[src/rtl/sim_demux_pkg.sv]
// Shared types and constants for the simulation data demux.
//   tgt_id_t        : 2-bit target ID kept in the outstanding-transaction FIFO
//   TGT_*           : target IDs (0 periph, 1 stack, 2 tcdm, 3 internal regs)
//   EXIT_ADDR       : testbench exit-code virtual register
//   PUTC_ADDR       : testbench putchar virtual register
//   DECODE_ERR_DATA : read data returned for unmapped internal addresses
package sim_demux_pkg;

  typedef logic [1:0] tgt_id_t;

  localparam tgt_id_t TGT_PERIPH = 2'd0;
  localparam tgt_id_t TGT_STACK  = 2'd1;
  localparam tgt_id_t TGT_TCDM   = 2'd2;
  localparam tgt_id_t TGT_INT    = 2'd3;

  localparam logic [31:0] EXIT_ADDR       = 32'h8000_0000;
  localparam logic [31:0] PUTC_ADDR       = 32'h8000_0004;
  localparam logic [31:0] DECODE_ERR_DATA = 32'hDEAD_BEEF;

endpackage

[src/rtl/sim_demux_id_fifo.sv]
// In-order FIFO of target IDs for outstanding transactions.
//   clk, rst : clock, synchronous active-high reset (empties the FIFO)
//   push/din : write din when not full (a push while full is ignored)
//   pop      : drop the head entry when not empty
//   head     : entry at the head of the FIFO
//   full     : DEPTH entries held
//   empty    : no entries held
// Full is a registered-state view, so a pop while full only frees a slot for
// the next cycle.
module sim_demux_id_fifo
  import sim_demux_pkg::*;
#(
  parameter int DEPTH = 2
) (
  input  logic    clk,
  input  logic    rst,
  input  logic    push,
  input  tgt_id_t din,
  input  logic    pop,
  output tgt_id_t head,
  output logic    full,
  output logic    empty
);

  localparam int AW = $clog2(DEPTH);

  tgt_id_t       mem [DEPTH];
  logic [AW:0]   wr_ptr;
  logic [AW:0]   rd_ptr;
  logic          do_push;
  logic          do_pop;

  // Extra pointer MSB distinguishes full from empty when the indices match.
  assign empty   = (wr_ptr == rd_ptr);
  assign full    = (wr_ptr[AW] != rd_ptr[AW]) && (wr_ptr[AW-1:0] == rd_ptr[AW-1:0]);
  assign do_push = push & ~full;
  assign do_pop  = pop & ~empty;
  assign head    = mem[rd_ptr[AW-1:0]];

  always_ff @(posedge clk) begin
    if (rst) begin
      wr_ptr <= '0;
      rd_ptr <= '0;
    end else begin
      if (do_push) begin
        mem[wr_ptr[AW-1:0]] <= din;
        wr_ptr              <= wr_ptr + 1'b1;
      end
      if (do_pop) begin
        rd_ptr <= rd_ptr + 1'b1;
      end
    end
  end

endmodule

[src/rtl/sim_data_demux.sv]
// Demux between the core LSU data port and the simulation targets
// (0 periph/HWPE, 1 stack, 2 tcdm), plus the internal testbench virtual
// registers (exit code, putchar). Responses return in request order using a
// FIFO of target IDs.
//   clk_i, rst_i          : clock, synchronous active-high reset
//   core_*                : core-side request / grant / response
//   tgt_*                 : per-target request, grant, response; broadcast
//                           address, data, active-low write enable, byte enables
//   exit_valid_o/code_o   : sticky exit flag and last exit code written
//   putchar_valid_o/_o    : one-cycle pulse and character per putchar write
//   proto_err_o           : sticky flag for responses arriving out of turn
module sim_data_demux
  import sim_demux_pkg::*;
#(
  parameter int HWPE_ADDR_BASE_BIT = 20,
  parameter int MAX_OUTSTANDING    = 2,
  parameter int NT                 = 3
) (
  input  logic                 clk_i,
  input  logic                 rst_i,
  input  logic                 core_req_i,
  output logic                 core_gnt_o,
  output logic                 core_rvalid_o,
  input  logic                 core_we_i,
  input  logic [3:0]           core_be_i,
  input  logic [31:0]          core_addr_i,
  input  logic [31:0]          core_wdata_i,
  output logic [31:0]          core_rdata_o,
  output logic                 core_err_o,
  output logic [NT-1:0]        tgt_req_o,
  input  logic [NT-1:0]        tgt_gnt_i,
  input  logic [NT-1:0]        tgt_rvalid_i,
  output logic [NT-1:0][31:0]  tgt_add_o,
  output logic [NT-1:0][31:0]  tgt_data_o,
  output logic                 tgt_wen_o,
  output logic [3:0]           tgt_be_o,
  input  logic [NT-1:0][31:0]  tgt_r_data_i,
  output logic                 exit_valid_o,
  output logic [31:0]          exit_code_o,
  output logic                 putchar_valid_o,
  output logic [7:0]           putchar_o,
  output logic                 proto_err_o
);

  tgt_id_t       sel;
  tgt_id_t       head;
  logic          fifo_full;
  logic          fifo_empty;
  logic          go;
  logic          ext_gnt;
  logic          int_accept;
  logic          int_pending;
  logic          int_err;
  logic [31:0]   int_rdata;
  logic          rsp_valid;
  logic          rsp_err;
  logic [31:0]   rsp_data;
  logic [NT-1:0] expected;

  always_comb begin
    if (core_addr_i[31:24] == 8'h80)          sel = TGT_INT;
    else if (core_addr_i[HWPE_ADDR_BASE_BIT]) sel = TGT_PERIPH;
    else if (core_addr_i[31:24] == 8'h00)     sel = TGT_STACK;
    else                                      sel = TGT_TCDM;
  end

  // Request / grant. Requests are held off while the ID FIFO is full so
  // every granted transaction has a slot to record its target.
  always_comb begin
    go         = core_req_i & ~rst_i & ~fifo_full;
    tgt_req_o  = '0;
    ext_gnt    = 1'b0;
    core_gnt_o = 1'b0;
    case (sel)
      TGT_PERIPH: begin tgt_req_o[0] = go; ext_gnt = tgt_gnt_i[0]; end
      TGT_STACK:  begin tgt_req_o[1] = go; ext_gnt = tgt_gnt_i[1]; end
      TGT_TCDM:   begin tgt_req_o[2] = go; ext_gnt = tgt_gnt_i[2]; end
      default:    ext_gnt = 1'b0;
    endcase
    if (sel == TGT_INT) core_gnt_o = go & ~int_pending;
    else                core_gnt_o = go & ext_gnt;
  end

  assign int_accept = core_gnt_o & (sel == TGT_INT);

  always_comb begin
    tgt_add_o[0]  = core_addr_i;
    tgt_add_o[1]  = core_addr_i;
    tgt_add_o[2]  = {8'b0, core_addr_i[23:0]};
    tgt_data_o[0] = core_wdata_i;
    tgt_data_o[1] = core_wdata_i;
    tgt_data_o[2] = core_wdata_i;
  end

  assign tgt_wen_o = ~core_we_i;
  assign tgt_be_o  = core_be_i;

  // Response path follows the FIFO head; any target rvalid not expected by
  // the head is dropped and flagged.
  always_comb begin
    rsp_valid = 1'b0;
    rsp_err   = 1'b0;
    rsp_data  = '0;
    expected  = '0;
    if (!fifo_empty) begin
      case (head)
        TGT_PERIPH: begin expected = 3'b001; rsp_valid = tgt_rvalid_i[0]; rsp_data = tgt_r_data_i[0]; end
        TGT_STACK:  begin expected = 3'b010; rsp_valid = tgt_rvalid_i[1]; rsp_data = tgt_r_data_i[1]; end
        TGT_TCDM:   begin expected = 3'b100; rsp_valid = tgt_rvalid_i[2]; rsp_data = tgt_r_data_i[2]; end
        default:    begin rsp_valid = int_pending; rsp_data = int_rdata; rsp_err = int_err; end
      endcase
    end
  end

  assign core_rvalid_o = rsp_valid & ~rst_i;
  assign core_rdata_o  = core_rvalid_o ? rsp_data : 32'h0;
  assign core_err_o    = core_rvalid_o & rsp_err;

  sim_demux_id_fifo #(
    .DEPTH (MAX_OUTSTANDING)
  ) u_id_fifo (
    .clk   (clk_i),
    .rst   (rst_i),
    .push  (core_gnt_o),
    .din   (sel),
    .pop   (core_rvalid_o),
    .head  (head),
    .full  (fifo_full),
    .empty (fifo_empty)
  );

  // Internal virtual registers. Read data is captured at accept time; only
  // one internal transaction may be pending, so accept and its pop never
  // coincide.
  always_ff @(posedge clk_i) begin
    if (rst_i) begin
      int_pending     <= 1'b0;
      int_err         <= 1'b0;
      int_rdata       <= '0;
      exit_valid_o    <= 1'b0;
      exit_code_o     <= 32'hFFFF_FFFF;
      putchar_valid_o <= 1'b0;
      putchar_o       <= '0;
      proto_err_o     <= 1'b0;
    end else begin
      putchar_valid_o <= 1'b0;
      if (|(tgt_rvalid_i & ~expected)) proto_err_o <= 1'b1;
      if (int_accept) begin
        int_pending <= 1'b1;
        int_err     <= 1'b0;
        int_rdata   <= '0;
        if (core_addr_i == EXIT_ADDR) begin
          if (core_we_i) begin
            exit_code_o  <= core_wdata_i;
            exit_valid_o <= 1'b1;
          end else begin
            int_rdata <= exit_code_o;
          end
        end else if (core_addr_i == PUTC_ADDR) begin
          if (core_we_i) begin
            putchar_valid_o <= 1'b1;
            putchar_o       <= core_wdata_i[7:0];
          end
        end else begin
          int_err   <= 1'b1;
          int_rdata <= DECODE_ERR_DATA;
        end
      end else if (core_rvalid_o && head == TGT_INT) begin
        int_pending <= 1'b0;
      end
    end
  end

endmodule

[config.mk]
export PLATFORM = sky130hd
export DESIGN_NAME = sim_data_demux
export DESIGN_NICKNAME = d
export VERILOG_FILES = /design/src/rtl/sim_demux_pkg.sv /design/src/rtl/sim_demux_id_fifo.sv /design/src/rtl/sim_data_demux.sv
export SDC_FILE = /design/constraint.sdc
export NUM_CORES = 1
export LEC_CHECK = 0
export ABC_CLOCK_PERIOD_IN_PS = 4000
export BUFFER_PORTS_ARGS = -buffer_cell sky130_fd_sc_hd__buf_2
export CORE_AREA = 4 4 172 174
export CTS_BUF_LIST = sky130_fd_sc_hd__clkbuf_16
export DETAILED_ROUTE_END_ITERATION = 8
export DIE_AREA = 0 0 176 178
export GPL_TIMING_DRIVEN = 0
export SYNTH_ARGS = -nofsm -noshare
export SYNTH_HDL_FRONTEND = slang
export SYNTH_SLANG_ARGS = --single-unit
[constraint.sdc]
create_clock -name clk_i -period 4 [get_ports clk_i]
set_clock_uncertainty 0.1 [all_clocks]
set_input_delay 0.2 -clock clk_i [delete_from_list [all_inputs] [get_ports clk_i]]
set_output_delay 0.2 -clock clk_i [all_outputs]
set_load 0.03 [all_outputs]
==> flow_summary_export.csv <==
group,metric,value,unit
placed_design,gp_congestion,0.802,
critical_path,rr_worst_depth,6,
floorplanning,die_h,178,um
grt,grt_pass1_wl,35300,um
pwr,ir_drop,177,uV
flow_run,drv_cap,0,
critical_path,worst_ep_required_time,3700,ps
yosys,synth_edf_count,4,
grt,grt_util_all_layers,14.8,%
layout,fin_util,32.7,%
timing,hold_viol,0,
yosys,postSynthCellCount,648,
clock_network,hold_buffers,0,
timing,rsz0062_at_grt,"no",
hold_path,hold_start,"core_wdata_i[16]",
layout,drive_gt1_share,64.5,%
routing,first_iter_violations,204,
clock_network,htreeDepth,3,
routing,met3_length,1570,um
timing,finalSetupTns,0,ps
timing,finalSetupViolCount,0,
floorplanning,start_util,22.0,%
yosys,yosysSeqAreaShare,28.9,%
critical_path,endpoint_kind,"output port",
critical_path,max_stage_delay,620,ps
floorplanning,io_pins,452,
routing,routedLengthMet1,10200,um
critical_path,critPathKind,"flip-flop to output port",
yosys,synth_seq_cells,86,
layout,fin_area,0.00907,sq mm
timing,slew_headroom,41.8,%
clock_network,insertion_delay,340,ps
placed_design,hpwl,20500,um
critical_path,critPathMaxFanout,10,
placed_design,placed_area,0.00879,sq mm
placed_design,numPortBuffers,438,
hold_path,hp-class,"primary input to flip-flop",
yosys,synth_flop_cell,"dfxtp_1",
pwr,power,0.00257,W
yosys,yosys.cell_types.count,48,
routing,ant_nets,0,
routing,highest_layer,"met5",
yosys,synth_common_cells,"202 x buf_4, 82 x dfxtp_1, 42 x mux2i_1, 41 x nor2_1, 40 x nand2_1",
grt,grt.overflow.total,0,
clock_network,cts-resized-gates,0,
timing,postLayoutSetupSlackWorst,698,ps
clock_network,numClockSinks,86,
layout,area_growth,48.7,%
timing,tightest_slew,856,ps
routing,routed_wl,24500,um
yosys,ys.warnings.count,0,
floorplanning,core,0.0278,sq mm
critical_path,crit_slowest_cell,"nor3_2",
floorplanning,dieArea,0.0313,sq mm
critical_path,worst-path-stages,7,
clock_network,post_cts.repair.setup_buffers,0,
critical_path,crit_chain,"and3b_1 > a31oi_1 > o221ai_1 > nor3_2 > clkbuf_1 > and2_1 > buf_2",
critical_path,cp.arrival,3000,ps
floorplanning,num_rows,61,
timing,period_share,82.5,%
critical_path,start_kind,"flip-flop",
yosys,synth_area_leader_cell,"dfxtp_1",
yosys,netlist_area,0.00610,sq mm
timing,fin_crit,3300,ps
clock_network,clk_transition_reported_paths,70,ps
timing,fmax,303,MHz
layout,fillers,3022,
pwr,total_leakage_power,4.36,nW
clock_network,numCtsBuffers,9,
routing,met2WireLength,12500,um
timing,final_max_slew_viol_count,0,
routing,drc_errors,0,
clock_network,clk_path_buf_depth,2,
layout,nets,1278,
run_status,status,"complete, no violations",
hold_path,min_path_cells,3,
routing,viasPerCell,4.00,
routing,num_vias,5942,
grt,first_global_vias,5823,
floorplanning,die_x,176,um
layout,diodes,0,
yosys,async_reset_ff_share,0,%
pwr,powerDensity,283,mW/mm^2
critical_path,critPathBufInv,2,
grt,grt_max_degree,17,
placed_design,dp_slack,896,ps
yosys,post-synth-top-count-cell,"buf_4",
yosys,synth_area_per_cell,9.41,sq um
routing,wl_per_cell,16.5,um
grt,grt_antenna_before_repair,5,
clock_network,tritoncts,"yes",
clock_network,cts_root_buffer,"clkbuf_16",
yosys,synth_top_area_share,26.9,%
yosys,yosys-top-cells-area,"dfxtp_1 27%, buf_4 25%, mux4_2 12%",
critical_path,cp-startpoint,"u_id_fifo.mem[0][0]$_DFFE_PP_",
routing,drt_first_pass_iters,4,
critical_path,cp_top_family,"simple AND/OR/NAND/NOR gates",
## flip-flops by register name, indices dropped and copies added, names as in the netlist, named ones only
register          cells
u_id_fifo.wr_ptr      2
u_id_fifo.mem         4
exit_code_o          32
putchar_o             8
int_pending           1
u_id_fifo.rd_ptr      2
proto_err_o           1
int_err               1
int_rdata            32
exit_valid_o          1
putchar_valid_o       1
## final timing paths
kind | to | slack (ps)
worst min register to register | int_rdata[17]$_SDFFE_PP0P_ | 360
worst max-delay path | core_rdata_o[20] | 700
worst max register to register | proto_err_o$_SDFFE_PP0P_ | 1550
worst min-delay path | exit_code_o[16]$_SDFFE_PP1P_ | 40
## final cells by class
class                           count  area [sq um]  area share (%)
Multi-Input combinational cell    332          2670            29.4
Sequential cell                    86          1760            19.4
Timing Repair Buffer              438          2190            24.2
Buffer                            231          1670            18.4
Clock inverter                      7          55.1           0.607
Clock buffer                        9           225            2.48
Inverter                            6          22.5           0.248
Tap cell                          378           473            5.21
## through the flow
stage	std cells	hold WS [ps]
after detailed placement	1471	349
after global routing	1487	37.0
after CTS	1487	10.2
after floorplan	655	232
final	1487	35.1
after global placement	1471	343
## worst min-delay path: cells and delay by family
| kind | cells | cell delay [ps] |
|---|---|---|
| buf+inv | 1 | 110 |
| simple gates | 1 | 60 |
| mux | 1 | 70 |
## placed cells by master (no fill, tap or decap), types with 3 or more instances in the layout
master,count
clkbuf_1,16
buf_8,3
nand2_1,40
inv_1,6
edfxtp_1,4
mux2i_1,42
nor3b_1,3
and2_1,33
buf_4,202
nand4_1,9
nor4_1,6
conb_1,8
buf_2,447
xnor2_1,3
clkbuf_16,9
nand2b_1,33
nor2_1,41
nand3_1,3
dfxtp_1,82
o21ai_0,4
a21oi_1,18
nor3_2,3
mux4_2,32
a211oi_1,25
## cells by family (layout without fill, tap and decap cells)
logic type	Yosys count	in the layout	synth area share, %
AO/OA/AOI/OAI	54	54	5.82
XOR/XNOR	4	4	0.574
buffers and inverters	237	691	27.8
flip-flops	86	86	28.9
multiplexers	78	78	19.7
other	1	8	0.0615
AND/OR/NAND/NOR	188	188	17.2
## power by group
part / internal [W] / leakage (nW) / switching (W) / total, W
clock network: 0.000429 / 0.138 / 0.000383 / 0.000813
logic: 0.000382 / 3.53 / 0.000502 / 0.000884
registers: 0.000868 / 0.699 / 0.00000549 / 0.000874
total: 0.00168 / 4.36 / 0.000890 / 0.00257
## metal layers
layer | up-vias | global-route usage, %
li1 | 2938 | -
met1 | 2746 | 18.4
met2 | 230 | 26.5
met3 | 20 | 3.22
met4 | 8 | 2.57
met5 | - | 0
Note: power is estimated with default switching activity, not from simulation.
